## config.mk

```make
export PLATFORM = sky130hd
export DESIGN_NAME = com_align_8_flat
export DESIGN_NICKNAME = d
export VERILOG_FILES = /design/src/rtl/com_align_8_if.sv /design/src/rtl/com_align_8.sv /design/src/flat_wrapper.sv
export SDC_FILE = /design/constraint.sdc
export NUM_CORES = 1
export LEC_CHECK = 0
export BUFFER_PORTS_ARGS = -buffer_cell sky130_fd_sc_hd__buf_2
export CAP_MARGIN = 20
export CELL_PAD_IN_SITES_DETAIL_PLACEMENT = 1
export CELL_PAD_IN_SITES_GLOBAL_PLACEMENT = 1
export CORE_UTILIZATION = 30
export CTS_CLUSTER_SIZE = 10
export DETAILED_ROUTE_END_ITERATION = 6
export PLACE_DENSITY_LB_ADDON = 0.08
export SLEW_MARGIN = 0
export SYNTH_ARGS = -nofsm -noshare
export SYNTH_HDL_FRONTEND = slang
export SYNTH_SLANG_ARGS = --single-unit
```

## constraint.sdc

```tcl
create_clock -name clk_4f -period 1.4 [get_ports clk_4f]
set_input_delay 0.14 -clock clk_4f [delete_from_list [all_inputs] [get_ports clk_4f]]
set_output_delay 0.14 -clock clk_4f [all_outputs]
set_load 0.05 [all_outputs]
```

## src/rtl/com_align_8_if.sv

```systemverilog
// -----------------------------------------------------------------------------
// com_align_8_if
// Byte-stream bus between the 32-to-8 demux, the COM lane aligner and its
// consumer. All signals are synchronous to clk_4f, which is a plain port of the
// aligner.
//   data_in   [7:0] byte from the demux stage
//   valid_in        data_in qualifier
//   data_out  [7:0] forwarded byte (one cycle of latency)
//   valid_out       data_out qualifier
//   active          1 while the aligner is LOCKED
//   state_o   [1:0] aligner state: SEARCH=0, COUNT=1, LOCKED=2
// Modports: master = stream source / observer, slave = aligner.
// -----------------------------------------------------------------------------
interface com_align_8_if;
   logic [7:0] data_in;
   logic       valid_in;
   logic [7:0] data_out;
   logic       valid_out;
   logic       active;
   logic [1:0] state_o;

   modport master (
      output data_in,
      output valid_in,
      input  data_out,
      input  valid_out,
      input  active,
      input  state_o
   );

   modport slave (
      input  data_in,
      input  valid_in,
      output data_out,
      output valid_out,
      output active,
      output state_o
   );
endinterface

```

## src/rtl/com_align_8.sv

```systemverilog
// -----------------------------------------------------------------------------
// com_align_8
// Lane aligner for the demuxed byte stream. It hunts for N_COM consecutive
// valid COM symbols (gaps with valid_in=0 are tolerated), then declares the lane
// active and forwards payload bytes with one registered cycle of latency. Lock
// is dropped after LOSS_CYC consecutive idle cycles.
// Ports:
//   clk_4f  byte clock, rising edge
//   reset   asynchronous, active-high reset
//   bus     com_align_8_if.slave (data_in/valid_in in; data_out/valid_out/
//           active/state_o out, all registered)
// Build option:
//   COM_ALIGN_STRIP_EN  when defined, valid COM bytes received in LOCKED are
//                       dropped instead of forwarded (they still count as
//                       traffic for the idle timer).
// -----------------------------------------------------------------------------
module com_align_8 #(
   parameter logic [7:0] COM_BYTE = 8'hBC,
   parameter logic [3:0] N_COM    = 4'd4,   // 1..15
   parameter logic [7:0] LOSS_CYC = 8'd8    // 1..255
) (
   input logic          clk_4f,
   input logic          reset,
   com_align_8_if.slave bus
);

   typedef enum logic [1:0] {
      ST_SEARCH = 2'd0,
      ST_COUNT  = 2'd1,
      ST_LOCKED = 2'd2
   } state_t;

   state_t     r_state;
   state_t     w_state_nxt;
   logic [3:0] r_com_cnt;
   logic [3:0] w_com_cnt_nxt;
   logic [7:0] r_idle_cnt;
   logic [7:0] w_idle_cnt_nxt;
   logic [7:0] w_idle_inc;
   logic       w_valid_com;
   logic       w_fwd;
   logic [7:0] r_data_out;
   logic       r_valid_out;
   logic       r_active;

   function automatic logic is_com(input logic [7:0] b);
      return (b == COM_BYTE);
   endfunction

   // Next state, counters and forwarding decision
   always_comb begin
      w_state_nxt    = r_state;
      w_com_cnt_nxt  = r_com_cnt;
      w_idle_cnt_nxt = r_idle_cnt;
      w_fwd          = 1'b0;
      w_valid_com    = bus.valid_in & is_com(bus.data_in);
      // saturating increment so a long idle can never wrap back to a small count
      w_idle_inc     = (r_idle_cnt == 8'hFF) ? 8'hFF : (r_idle_cnt + 8'd1);

      case (r_state)
         ST_SEARCH: begin
            if (w_valid_com) begin
               if (N_COM == 4'd1) begin
                  w_state_nxt   = ST_LOCKED;
                  w_com_cnt_nxt = 4'd0;
               end else begin
                  w_state_nxt   = ST_COUNT;
                  w_com_cnt_nxt = 4'd1;
               end
            end else begin
               w_state_nxt   = ST_SEARCH;
               w_com_cnt_nxt = 4'd0;
            end
         end
         ST_COUNT: begin
            if (w_valid_com) begin
               if ((r_com_cnt + 4'd1) == N_COM) begin
                  // the locking COM itself is not forwarded: w_fwd stays 0
                  w_state_nxt   = ST_LOCKED;
                  w_com_cnt_nxt = 4'd0;
               end else begin
                  w_com_cnt_nxt = r_com_cnt + 4'd1;
               end
            end else if (bus.valid_in) begin
               w_state_nxt   = ST_SEARCH;
               w_com_cnt_nxt = 4'd0;
            end else begin
               // idle gap: the run is held, not broken
               w_com_cnt_nxt = r_com_cnt;
            end
         end
         ST_LOCKED: begin
            if (bus.valid_in) begin
               // any valid byte, even on the last idle cycle, keeps the lock
               w_idle_cnt_nxt = 8'd0;
`ifdef COM_ALIGN_STRIP_EN
               w_fwd          = ~w_valid_com;
`else
               w_fwd          = 1'b1;
`endif
            end else if (w_idle_inc >= LOSS_CYC) begin
               w_state_nxt    = ST_SEARCH;
               w_idle_cnt_nxt = 8'd0;
               w_com_cnt_nxt  = 4'd0;
            end else begin
               w_idle_cnt_nxt = w_idle_inc;
            end
         end
         default: begin
            w_state_nxt    = ST_SEARCH;
            w_com_cnt_nxt  = 4'd0;
            w_idle_cnt_nxt = 8'd0;
         end
      endcase
   end

   // State and counter registers
   always_ff @(posedge clk_4f or posedge reset) begin
      if (reset) begin
         r_state    <= ST_SEARCH;
         r_com_cnt  <= 4'd0;
         r_idle_cnt <= 8'd0;
      end else begin
         r_state    <= w_state_nxt;
         r_com_cnt  <= w_com_cnt_nxt;
         r_idle_cnt <= w_idle_cnt_nxt;
      end
   end

   // Registered outputs: forwarded byte and lock flag
   always_ff @(posedge clk_4f or posedge reset) begin
      if (reset) begin
         r_data_out  <= 8'h00;
         r_valid_out <= 1'b0;
         r_active    <= 1'b0;
      end else begin
         r_data_out  <= w_fwd ? bus.data_in : 8'h00;
         r_valid_out <= w_fwd;
         r_active    <= (w_state_nxt == ST_LOCKED);
      end
   end

   assign bus.data_out  = r_data_out;
   assign bus.valid_out = r_valid_out;
   assign bus.active    = r_active;
   assign bus.state_o   = r_state;

endmodule

```

## src/flat_wrapper.sv

```systemverilog
// flat-port wrapper written by rule: the top's interface ports become plain ports
module com_align_8_flat 
#(
   parameter logic [7:0] COM_BYTE = 8'hBC,
   parameter logic [3:0] N_COM    = 4'd4,           
   parameter logic [7:0] LOSS_CYC = 8'd8             
)
  (clk_4f, reset, bus_data_in, bus_valid_in, bus_data_out, bus_valid_out, bus_active, bus_state_o);
  com_align_8_if bus_i ();
  input logic clk_4f;
  input logic reset;
  input wire logic [$bits(bus_i.data_in)-1:0] bus_data_in;
  input wire logic [$bits(bus_i.valid_in)-1:0] bus_valid_in;
  output wire logic [$bits(bus_i.data_out)-1:0] bus_data_out;
  output wire logic [$bits(bus_i.valid_out)-1:0] bus_valid_out;
  output wire logic [$bits(bus_i.active)-1:0] bus_active;
  output wire logic [$bits(bus_i.state_o)-1:0] bus_state_o;
  assign bus_i.data_in = bus_data_in;
  assign bus_i.valid_in = bus_valid_in;
  assign bus_data_out = bus_i.data_out;
  assign bus_valid_out = bus_i.valid_out;
  assign bus_active = bus_i.active;
  assign bus_state_o = bus_i.state_o;
  com_align_8 #(.COM_BYTE(COM_BYTE), .N_COM(N_COM), .LOSS_CYC(LOSS_CYC)) u_core (.clk_4f(clk_4f), .reset(reset), .bus(bus_i));
endmodule
```

==> flow_metrics.tcl <==
set metrics [dict create \
    synthXorXnorAreaFrac_pct 0.822 \
    synth_cells 96 \
    maxCapViolations 0 \
    diodes 0 \
    clock_latency_ps 320 \
    synth-seq-cells 24 \
    rows 21 \
    ys.flop_type "dfrtp_1" \
    whs_endpoint "u_core.bus.data_out[0]$_DFF_PP0_" \
    failed_checks "setup timing" \
    period_share_pct 112 \
    total_power_uw 1110 \
    p_comb_share_pct 3.8 \
    r2r_cells 5 \
    fin_util_pct 44.8 \
    clk_pin_slew_worst_paths_ps 140 \
    gp_congestion 0.691 \
    reg2reg_to "u_core.r_com_cnt[3]$_DFFE_PP0P_" \
    p_per_area_nw_per_um2 739 \
    ant_nets 0 \
    grt_max_degree 25 \
    switchingPower_uw 242 \
    initial_core_util_pct 31.7 \
    num_vias 877 \
    via_per_inst 4.66 \
    io_pins 23 \
    slew_headroom_pct 77.5 \
    cts_root_buffer "clkbuf_4" \
    worst_setup_path_start_kind "flop" \
    arrival_ps 1820 \
    grt_pass1_wl_mm 4.20 \
    outcome "finished, violations left" \
    synthMuxAreaShare_pct 0.939 \
    cts_buffers 3 \
    hold_start "bus_data_in[0]" \
    fin_crit_ps 1570 \
    synth_nets 110 \
    synthDistinctLibCells 30 \
    tritoncts "done" \
    post_drt_wl_per_cell_um 13.6 \
    synth.yosys.seq_area_share_pct 56.3 \
    fmax_ghz 0.636 \
    peakVddDrop_mv 0.296 \
    io_buffer_count 22 \
    setup_violations 9 \
    p_seq_share_pct 62.4 \
    drt_wl_total_mm 2.56 \
    grt_overflow 0 \
    core_region_area_um2 3360 \
    grt_util_all_layers_pct 15.5 \
    hold_viol_final 0 \
    drt_pass1_iterations 3 \
    ys_warn_count 0 \
    end_kind "flop" \
    synth_edf_count 0 \
    hp-class "in2reg" \
    synth_area_um2 1070 \
    synth_fa_ha_area_share_pct 3.52 \
    p_int_uw 870 \
    worstMarginPinSlew_ps 337 \
    synthSimpleGateAreaFrac_pct 22.8 \
    dieArea_um2 3800 \
    r2r-start "u_core.r_idle_cnt[5]$_DFFE_PP0N_" \
    antenna_found_initial 0 \
    area_growth_pct 41.2 \
    finalMaxSlewViolations 0 \
    clock-sinks 24 \
    min_path_cells 2 \
    syn_avg_cell_area_um2 11.1 \
    synth_area_leaders "dfrtp_1 (56%), and2_1 (4.7%), ha_1 (3.5%), inv_1 (3.2%), nor2b_1 (2.9%)" \
    path_max_fanout 4 \
    place_ws_ps -217 \
    die_y_um 61.6 \
    drive_above_1_share_pct 45.8 \
    place_hpwl_mm 1.87 \
    power_frac_clock_pct 33.8 \
    n_fill_cell 404 \
    rrSetupSlack_ps -170 \
    synthArstFlopShare_pct 100 \
    drc_errors 0 \
    critPathRequiredTime_ps 1650 \
    grt_pass1_vias 918 \
    yosysTopAreaCellShare_pct 56.3 \
    synth-compound-area-share_pct 11.7 \
    synth_top_cell_by_area "dfrtp_1" \
    setup_ws_ps -173 \
    cts_buffer_depth 2 \
    finClkSkew_ps 7.12 \
    h-tree-depth 1 \
    layout.nets 157 \
    synth_top_family_by_area "simple AND/OR/NAND/NOR gates" \
    worstSetupPathType "reg2reg" \
    p_leak_uw 0.000759 \
    rsz0062_at_grt "true" \
    switching_share_pct 21.7 \
    dieWidth_um 61.6 \
    drt_iter0_markers 6 \
]
-- cell usage after synthesis (all sizes together) (2+ instances only) --
master / number
o21ai: 4
o22ai: 4
nor2b: 5
nand4: 3
and2: 8
a21oi: 3
ha: 3
inv: 9
nor2: 5
clkbuf: 2
nand3: 5
nand2b: 4
a211oi: 2
dfrtp: 24
-- metal layers --
layer / GRT usage, % / vias up / share of wire [%]
met5: 0 / - / 0
met4: 6.67 / 0 / 1.8
met3: 1.89 / 4 / 3.1
met2: 27.0 / 21 / 50
met1: 19.3 / 428 / 45
li1: - / 424 / -
-- state kept, by name, indices dropped and copies added (netlist names) --
signal                cells
u_core.bus.active         1
u_core.r_com_cnt          4
u_core.bus.data_out       8
u_core.bus.valid_out      1
u_core.bus.state_o        2
u_core.r_idle_cnt         8
-- what timing repair did --
action | in CTS | in global routing
buffers inserted | 3 | 5
setup endpoints to repair | 10 | 11
resized for setup | 6 | 13
hold endpoints to repair | 24 | 0
hold buffers | 1 | 0
pin swaps | 0 | 3
-- cells in the final DEF, fill, tap and decap left out, types with 3 or more instances in the layout --
cell       n
ha_1       3
dfrtp_1   22
nor2b_1    5
nor2_1     5
buf_4     22
nand2b_1   3
and2_1     8
inv_1      8
o22ai_1    3
nand4_1    3
nand3_1    5
clkbuf_4   3
buf_2     21
-- layout make-up --
cell class	instances	area, um2	share of cell area (%)
Multi-Input combinational cell	61	494	32.8
Clock buffer	4	36.3	2.41
Tap cell	46	57.6	3.82
Sequential cell	24	603	40.1
Inverter	9	33.8	2.24
Timing Repair Buffer	44	280	18.6
-- critical path, cell delays in order (launching register included) --
cell,delay [ps]
dfrtp_1,400
or4b_4,550
nor3_4,170
buf_4,150
a211oi_4,80
o22ai_2,160
-- worst max path at each step --
stage | endpoint | startpoint | depth (start not counted) | slack (ps)
floorplan | u_core.r_idle_cnt[2]$_DFFE_PP0N_ | u_core.bus.state_o[0]$_DFF_PP0_ | 4 | -220
global placement | u_core.r_idle_cnt[2]$_DFFE_PP0N_ | u_core.r_idle_cnt[5]$_DFFE_PP0N_ | 4 | -170
detailed placement | u_core.r_com_cnt[3]$_DFFE_PP0P_ | u_core.r_idle_cnt[5]$_DFFE_PP0N_ | 4 | -220
CTS | u_core.r_com_cnt[0]$_DFFE_PP0P_ | u_core.r_idle_cnt[1]$_DFFE_PP0N_ | 5 | -170
global route | u_core.r_idle_cnt[2]$_DFFE_PP0N_ | u_core.r_idle_cnt[0]$_DFFE_PP0N_ | 6 | -240
finish | u_core.r_com_cnt[3]$_DFFE_PP0P_ | u_core.r_idle_cnt[5]$_DFFE_PP0N_ | 5 | -170
-- cell families (layout without fill, tap and decap cells) --
logic type / Yosys count / count (layout)
xor+xnor: 1 / 1
mux: 1 / 1
simple gates: 38 / 38
buf+inv: 11 / 57
compound gates: 18 / 18
fa+ha+maj: 3 / 3
flops: 24 / 24
-- power by group through the flow --
stage | Clock (uW) | Combinational [uW] | Sequential, uW
3_3_place_gp | 0 | 40.8 | 707
3_5_place_dp | 0 | 41.1 | 707
5_1_grt | 427 | 48.5 | 694
6_report | 375 | 42.8 | 694
2_1_floorplan | 0 | 14.8 | 707
4_1_cts | 391 | 43.6 | 694
-- through the flow --
step / TNS, ps / area, um2 / hold slack, ps / cells
4_1_cts: -971 / 1420 / 21.5 / 183
3_5_place_dp: -1310 / 1330 / 213 / 176
6_report: -997 / 1510 / 35.6 / 188
5_1_grt: -1550 / 1510 / 15.7 / 188
3_3_place_gp: -900 / 1330 / 203 / 176
2_1_floorplan: -1280 / 1070 / 154 / 96
No activity file was read; power rests on OpenSTA's default activity.
